===== config.mk =====
export PLATFORM = sky130hd
export DESIGN_NAME = delay_sequencer
export DESIGN_NICKNAME = d
export VERILOG_FILES = /design/src/rtl/delay_sequencer.sv
export SDC_FILE = /design/constraint.sdc
export NUM_CORES = 1
export LEC_CHECK = 0
export ABC_AREA = 1
export CELL_PAD_IN_SITES_DETAIL_PLACEMENT = 0
export CELL_PAD_IN_SITES_GLOBAL_PLACEMENT = 1
export CORE_ASPECT_RATIO = 0.75
export CORE_MARGIN = 2
export CORE_UTILIZATION = 35
export DETAILED_ROUTE_END_ITERATION = 12
export MAX_ROUTING_LAYER = met4
export PLACE_DENSITY = 0.89
export SLEW_MARGIN = 0
export SYNTH_ARGS = -nofsm -noshare
export SYNTH_HDL_FRONTEND = slang
export SYNTH_SLANG_ARGS = --single-unit

===== constraint.sdc =====
create_clock -name clk -period 1.5 [get_ports clk]
set_input_delay 0.3 -clock clk [delete_from_list [all_inputs] [get_ports clk]]
set_output_delay 0.3 -clock clk [all_outputs]
set_load 0.02 [all_outputs]

===== src/rtl/delay_sequencer.sv =====
// delay_sequencer: ROM-driven sequencer that sets an output register and issues timed waits
// Ports:
//   clk, reset_n       clock, synchronous active-low reset
//   run                pulse: start program at address 0 from IDLE/HALTED
//   pause              level: holds delay_enable low during a timed wait
//   instr_addr/data    synchronous program ROM (data valid one cycle after address)
//   delay_start/value  start pulse and tick count to the delay counter
//   delay_enable       delay counter enable
//   delay_done         delay counter done
//   data_out           program output register
//   busy, halted, err  status (err is sticky until reset or run)
module delay_sequencer #(
  parameter int ADDR_W = 5
) (
  input  logic              clk,
  input  logic              reset_n,
  input  logic              run,
  input  logic              pause,
  output logic [ADDR_W-1:0] instr_addr,
  input  logic [15:0]       instr_data,
  output logic              delay_start,
  output logic [7:0]        delay_value,
  output logic              delay_enable,
  input  logic              delay_done,
  output logic [7:0]        data_out,
  output logic              busy,
  output logic              halted,
  output logic              err
);
  typedef enum logic [2:0] {IDLE, FETCH, EXEC, DSTART, DWAIT, HALTED} state_t;
  state_t            state_q, state_d;
  logic [ADDR_W-1:0] pc_q, pc_d;
  logic [7:0]        loop_q, loop_d, data_q, data_d, dval_q, dval_d;
  logic              err_q, err_d;
  logic [2:0]        op;
  logic [7:0]        imm;
  logic [ADDR_W-1:0] tgt;
  logic              unused_bits;
  assign op          = instr_data[15:13];
  assign imm         = instr_data[7:0];
  assign tgt         = instr_data[ADDR_W-1:0];
  assign unused_bits = ^instr_data[12:8];
  always_comb begin
    state_d = state_q;
    pc_d    = pc_q;
    loop_d  = loop_q;
    data_d  = data_q;
    dval_d  = dval_q;
    err_d   = err_q;
    case (state_q)
      IDLE, HALTED: if (run) begin
        pc_d    = '0;
        err_d   = 1'b0;
        state_d = FETCH;
      end
      FETCH: state_d = EXEC;
      EXEC: begin
        state_d = FETCH;
        pc_d    = pc_q + 1'b1;
        case (op)
          3'd0: begin
            state_d = HALTED;
            pc_d    = pc_q;
          end
          3'd1: data_d = imm;
          3'd2: data_d = data_q + imm;
          3'd3: begin
            dval_d  = imm;
            state_d = DSTART;
          end
          3'd4: pc_d = tgt;
          3'd5: loop_d = imm;
          3'd6: begin
            loop_d = loop_q > 8'd1 ? loop_q - 8'd1 : 8'd0;
            pc_d   = loop_q > 8'd1 ? tgt : pc_q + 1'b1;
          end
          default: begin
            err_d   = 1'b1;
            state_d = HALTED;
            pc_d    = pc_q;
          end
        endcase
      end
      DSTART: state_d = DWAIT;
      DWAIT: state_d = delay_done ? FETCH : DWAIT;
      default: state_d = IDLE;
    endcase
  end
  always_ff @(posedge clk) begin
    if (!reset_n) begin
      state_q <= IDLE;
      pc_q    <= '0;
      loop_q  <= '0;
      data_q  <= '0;
      dval_q  <= '0;
      err_q   <= 1'b0;
    end else begin
      state_q <= state_d;
      pc_q    <= pc_d;
      loop_q  <= loop_d;
      data_q  <= data_d;
      dval_q  <= dval_d;
      err_q   <= err_d;
    end
  end
  assign instr_addr   = pc_q;
  assign delay_start  = state_q == DSTART;
  assign delay_value  = dval_q;
  assign delay_enable = state_q == DWAIT && !pause;
  assign data_out     = data_q;
  assign busy         = state_q != IDLE && state_q != HALTED;
  assign halted       = state_q == HALTED;
  assign err          = err_q;
endmodule


== After elaboration in Yosys (flattened, before gate mapping) ==
Cells that the tools add are included.
W data, S select, Z words.

* Register bits after elaboration: 33
* Output and inout port bits: 26
* Memory bits (read-only): 0
* RAM bits: 0
* Memories: 0
* Latch bits: 0
* Word-level logic and storage cells: 57

* Bitwise logic cells: 0
* Div/mod/pow operators: 0
* Order comparisons: 1
* Muxes and demuxes: 14
* Reductions and logical operators: 18
* Shifts and indexed selects: 0
* Eq/ne operators: 15
* Add/sub/neg operators: 3
* Multipliers: 0

{| class="wikitable"
|+ Operator list
! kind !! number
|-
| $pmux W8 S2 || 2
|-
| $eq A3 B3 Y1 const B || 5
|-
| $pmux W3 S5 || 1
|-
| $pmux W5 S3 || 1
|-
| $eq A3 B2 Y1 const B || 4
|-
| $mux W5 || 2
|-
| $pmux W5 S2 || 1
|-
| $add A8 B8 Y8 || 1
|-
| $gt A8 B1 Y1 const B || 1
|-
| $mux W8 || 1
|-
| $sub A8 B1 Y8 const B || 1
|-
| $reduce_or A7 Y1 || 1
|-
| $eq A3 B1 Y1 const B || 2
|-
| $logic_not A3 Y1 || 2
|-
| $mux W3 || 2
|-
| $pmux W3 S2 || 1
|-
| $reduce_and A2 Y1 || 3
|-
| $reduce_and A3 Y1 || 2
|-
| $reduce_bool A2 Y1 || 3
|-
| $add A5 B1 Y5 const B || 1
|-
| $reduce_or A5 Y1 || 1
|-
| $ne A2 B2 Y1 const B || 2
|-
| $ne A4 B4 Y1 const B || 1
|-
| $reduce_or A4 Y1 || 1
|-
| other kinds (7) || 9
|}

== Depth between registers and ports, before layout ==
* Word-level depth: 4
* Gate-level depth with buffers: 11

== Worst setup path before layout ==
No wires, ideal clock.

* Path type: register to register
* Start point: register data_q[0] (netlist: data_out[0])
* End point: register data_q[4] (netlist: data_out[4])
* Setup slack: -0.076 ns
* Required time: 1.430 ns
* Clock period less this slack: 1.576 ns
* Path buffers: 0
* Cell stages (with the launch flop): 9
* Arrival: 1.506 ns
* Cell sequence: dfxtp_1 ha_1 inv_1 fa_1 inv_1 a31oi_1 xnor2_1 nand2_1 a21oi_1

* Word-level cells in the longest chain between the ends: 2

{| class="wikitable"
|+ Ends and longest elaborated chain
! item !! line !! source
|-
| from (decl) || 33 || <nowiki>logic [7:0] loop_q, loop_d, data_q, data_d, dval_q, dval_d;</nowiki>
|-
| from (signal assigned) || 101 || <nowiki>data_q <= data_d;</nowiki>
|-
| $add A8 B8 Y8 || 66 || <nowiki>3'd2: data_d = data_q + imm;</nowiki>
|-
| $pmux W8 S2 || 60 || <nowiki>case (op)</nowiki>
|}

Every way passes these cells.
A chain may end at the register's enable or synchronous reset.

== Worst setup path after layout ==
* Start point: register state_q[1]
* End point: output port halted

* Word-level cells in the longest chain between the ends: 1

{| class="wikitable"
|+ Ends and longest elaborated chain
! item !! line !! source
|-
| from (decl) || 31 || <nowiki>state_t state_q, state_d;</nowiki>
|-
| from (signal assigned) || 98 || <nowiki>state_q <= state_d;</nowiki>
|-
| $eq A3 B3 Y1 || 112 || <nowiki>assign halted = state_q == HALTED;</nowiki>
|-
| to (decl) || 27 || <nowiki>output logic halted,</nowiki>
|}

Every way passes these cells.

==> out/qor.log <==
qor: run_status.outcome complete, no violations
qor: place.place_inst 476
qor: sta.final_number_of_hold_violating_endpoints 0
qor: logic_synthesis.yosysUniqueCellTypes 32
qor: logic_synthesis.yosys-top-cells-area sky130_fd_sc_hd__dfxtp_1 32%, sky130_fd_sc_hd__nand2_1 14%, sky130_fd_sc_hd__a21oi_1 9.0%, sky130_fd_sc_hd__inv_1 7.1%, sky130_fd_sc_hd__o21ai_0 6.3%
qor: global_route.number_of_global_route_vias_before_repair 2190
qor: power.swShare 0.350
qor: clock_network.cts_tree done
qor: clock_network.clock_latency 0.29 ns
qor: sta.final.setup_skew 0.00805 ns
qor: critical_path.ff2ff_setup_slack 0.05 ns
qor: sta.fin_crit 1.45 ns
qor: logic_synthesis.postSynthCellCount 313
qor: logic_synthesis.syn_avg_cell_area 6.56 um2
qor: sta.drv_slew 0
qor: route.detail-route-antenna-nets 0
qor: place.dp_hpwl 4400 um
qor: floorplan.io-pin-count 47
qor: power.p_leak 0.00159 uW
qor: route.drt_drc_violations_left 0
qor: critical_path.worst-setup-path-type reg -> out
qor: sta.timing.final.crit_share 0.970
qor: floorplan.initial_cell_density_of_the_core 0.358
qor: critical_path.timing.critical_path.required 1.20 ns
qor: finish.layout.cells.most_common sky130_fd_sc_hd__nand2_1
qor: global_route.grt_first_pass_wirelength 10200 um
qor: power.p_int 1640 uW
qor: route.route.final.wire_length 6030 um
qor: logic_synthesis.synth_compound_gate_area_share 0.192
qor: logic_synthesis.synth_adder_area_share 0.0707
qor: route.vias_per_cell 4.87
qor: clock_network.postCtsHoldBufs 0
qor: global_route.grt.overflow.total 0
qor: clock_network.h-tree-depth 2
qor: clock_network.numClockSinks 33
qor: route.detail_route.wl_per_cell 12.4 um
qor: finish.count_of_nets_after_finishing 440
qor: min_path.hold_path_class reg -> reg
qor: route.detail_route.first_pass.iterations 4
qor: sta.rsz_0062_raised_after_global_routing yes
qor: route.dr.first_iter.drc_count 64
qor: global_route.grt_max_degree 22
qor: power.ir_worst_vdd 0.404 mV
qor: finish.fin_cells 487
qor: logic_synthesis.synth.ff_latch_count 33
qor: power.combinational_cell_fraction_of_total_power 0.339
qor: clock_network.worst_setup_hold_path_clk_slew 0.07 ns
qor: sta.least_margin_pin_slew 0.433 ns
qor: logic_synthesis.synth_largest_type_area_fraction 0.322
qor: sta.setup_total_negative_slack 0 ns
qor: sta.clock.fmax 0.688 GHz
qor: sta.finalSetupViolations 0
qor: critical_path.critPathArrivalTime 1.15 ns
qor: logic_synthesis.ys_warn_count 0
qor: critical_path.crit_path_end_kind output pin
qor: logic_synthesis.synth-seq-area-share 0.322
qor: floorplan.core_region_area 5740 um2
qor: clock_network.clk_path_buf_depth 2
qor: clock_network.ctsRootBufferMaster sky130_fd_sc_hd__clkbuf_8
qor: logic_synthesis.synth.net_count 345
qor: finish.layout-drive-gt1-share 0.303
qor: logic_synthesis.synthXorXnorAreaFrac 0.0299
qor: route.routed-via-count 2372
qor: finish.diode_insertion_count_for_antenna_repair 0
qor: power.power_frac_seq 0.391
qor: floorplan.core.rowCount 24
qor: floorplan.die_h 70.3 um
qor: sta.slew-limit-headroom 0.711
qor: clock_network.cts-buffers-inserted 5
qor: logic_synthesis.synth_top_area_cell sky130_fd_sc_hd__dfxtp_1
qor: finish.growth_of_design_area_from_synthesis_to_finish 57.6%
qor: flow_run.maxCapViolations 0
qor: critical_path.critical_path.max_fanout 4
qor: power.power.density 781 nW/um2
qor: floorplan.die_area 6500 um2
qor: floorplan.die_w 92.4 um
qor: logic_synthesis.synth_top_family_by_area simple AND/OR/NAND/NOR gates
qor: logic_synthesis.netlist_area 2050 um2
qor: place.gp_routability_congestion 0.852
qor: finish.layout_common_cells 66 x sky130_fd_sc_hd__nand2_1, 45 x sky130_fd_sc_hd__buf_4, 31 x sky130_fd_sc_hd__a21oi_1
qor: power.power.clock.fraction 0.269
qor: logic_synthesis.synth.area.mux_share 0
qor: global_route.grt_antenna_before_repair 0
qor: finish.final_util 0.564
qor: global_route.grt_util_all_layers 0.203
qor: critical_path.timing.critical_path.from_type register
qor: power.power.switching 884 uW
qor: place.numPortBuffers 41
qor: logic_synthesis.yosys.area_share.simple 0.297
[per-layer routing]
metal	global-route usage	share of wire	vias to the layer above
met2	0.311	0.44	52
met3	0.0324	0.045	6
met1	0.276	0.50	1096
li1	-	-	1218
met4	0.0647	0.012	0
met5	-	0	-
[power by group through the flow]
stage               clock network [uW]  logic [uW]  registers (uW)
floorplan                            0         394            1020
global placement                     0         778             991
detailed placement                   0         786             992
CTS                                694         783             976
global route                       739         951             997
finish                             681         858             988
[area by class of cell]
type	instances	area [um2]
tap	78	97.6
inverter	44	178
multi-input combinational	232	1410
clock buffer	5	68.8
clock inverter	3	17.5
timing repair buffer	92	777
fill	565	2500
sequential	33	682
[Yosys cell counts]
cell and count:
sky130_fd_sc_hd__xor2_1 3, sky130_fd_sc_hd__or2_2 1, sky130_fd_sc_hd__nand3b_1 1, sky130_fd_sc_hd__o21ai_2 1, sky130_fd_sc_hd__buf_1 1, sky130_fd_sc_hd__inv_1 39
sky130_fd_sc_hd__nor2_2 2, sky130_fd_sc_hd__buf_2 1, sky130_fd_sc_hd__o21a_1 1, sky130_fd_sc_hd__nand4_2 1, sky130_fd_sc_hd__a21oi_1 37, sky130_fd_sc_hd__o2111ai_1 1
sky130_fd_sc_hd__nand4_1 3, sky130_fd_sc_hd__nor3_2 1, sky130_fd_sc_hd__fa_1 1, sky130_fd_sc_hd__clkbuf_1 2, sky130_fd_sc_hd__nor3_1 1, sky130_fd_sc_hd__or2_0 1
sky130_fd_sc_hd__a211oi_1 1, sky130_fd_sc_hd__nand2_1 75, sky130_fd_sc_hd__a31oi_1 5, sky130_fd_sc_hd__nand2_2 1, sky130_fd_sc_hd__nand3_1 23, sky130_fd_sc_hd__o21ai_0 26
sky130_fd_sc_hd__ha_1 10, sky130_fd_sc_hd__nor2_1 27, sky130_fd_sc_hd__nor3_4 1, sky130_fd_sc_hd__o21ai_1 3, sky130_fd_sc_hd__xnor2_1 4, sky130_fd_sc_hd__inv_2 5
sky130_fd_sc_hd__dfxtp_1 33, sky130_fd_sc_hd__nand3_2 1
[kinds of logic after synthesis]
family          Yosys count
xor+xnor                  7
compound gates           75
simple gates            139
buf+inv                  48
flops                    33
fa+ha+maj                11
[critical path, cell delays in order, from the launching register on]
cell                              delay, ns
sky130_fd_sc_hd__dfxtp_2               0.33
sky130_fd_sc_hd__inv_2                 0.07
sky130_fd_sc_hd__nand3_1               0.10
sky130_fd_sc_hd__inv_1                 0.07
sky130_fd_sc_hd__clkdlybuf4s15_1       0.29
[state kept, by name (all words and copies together) (netlist names)]
name and cells:
delay_value 8, state_q 3, loop_q 8, instr_addr 5
err 1, data_out 8
[what timing repair did]
item | CTS | global route
gates resized for setup | 61 | 57
setup endpoints to repair | 41 | 29
buffers inserted | 0 | 3
pin swaps | 6 | 21
[path summary, 6_finish.rpt]
kind,from,end,depth (start not counted)
hold / removal,delay_value[2],delay_value[2],2
setup / recovery,state_q[1],halted,4
setup reg to reg,data_out[0],data_out[4],8
hold reg to reg,delay_value[2],delay_value[2],2
[through the flow]
stage	setup slack (ns)	cell area, um2	hold WS [ns]	total power, uW
finish	0.0455	3230	0.483	2530
CTS	-0.0140	3040	0.491	2450
global placement	-0.453	2920	0.464	1770
detailed placement	-0.471	2920	0.479	1780
floorplan	0.0123	2050	0.431	1410
global route	-0.0617	3230	0.517	2690
No activity file was read; power rests on OpenSTA's default activity.
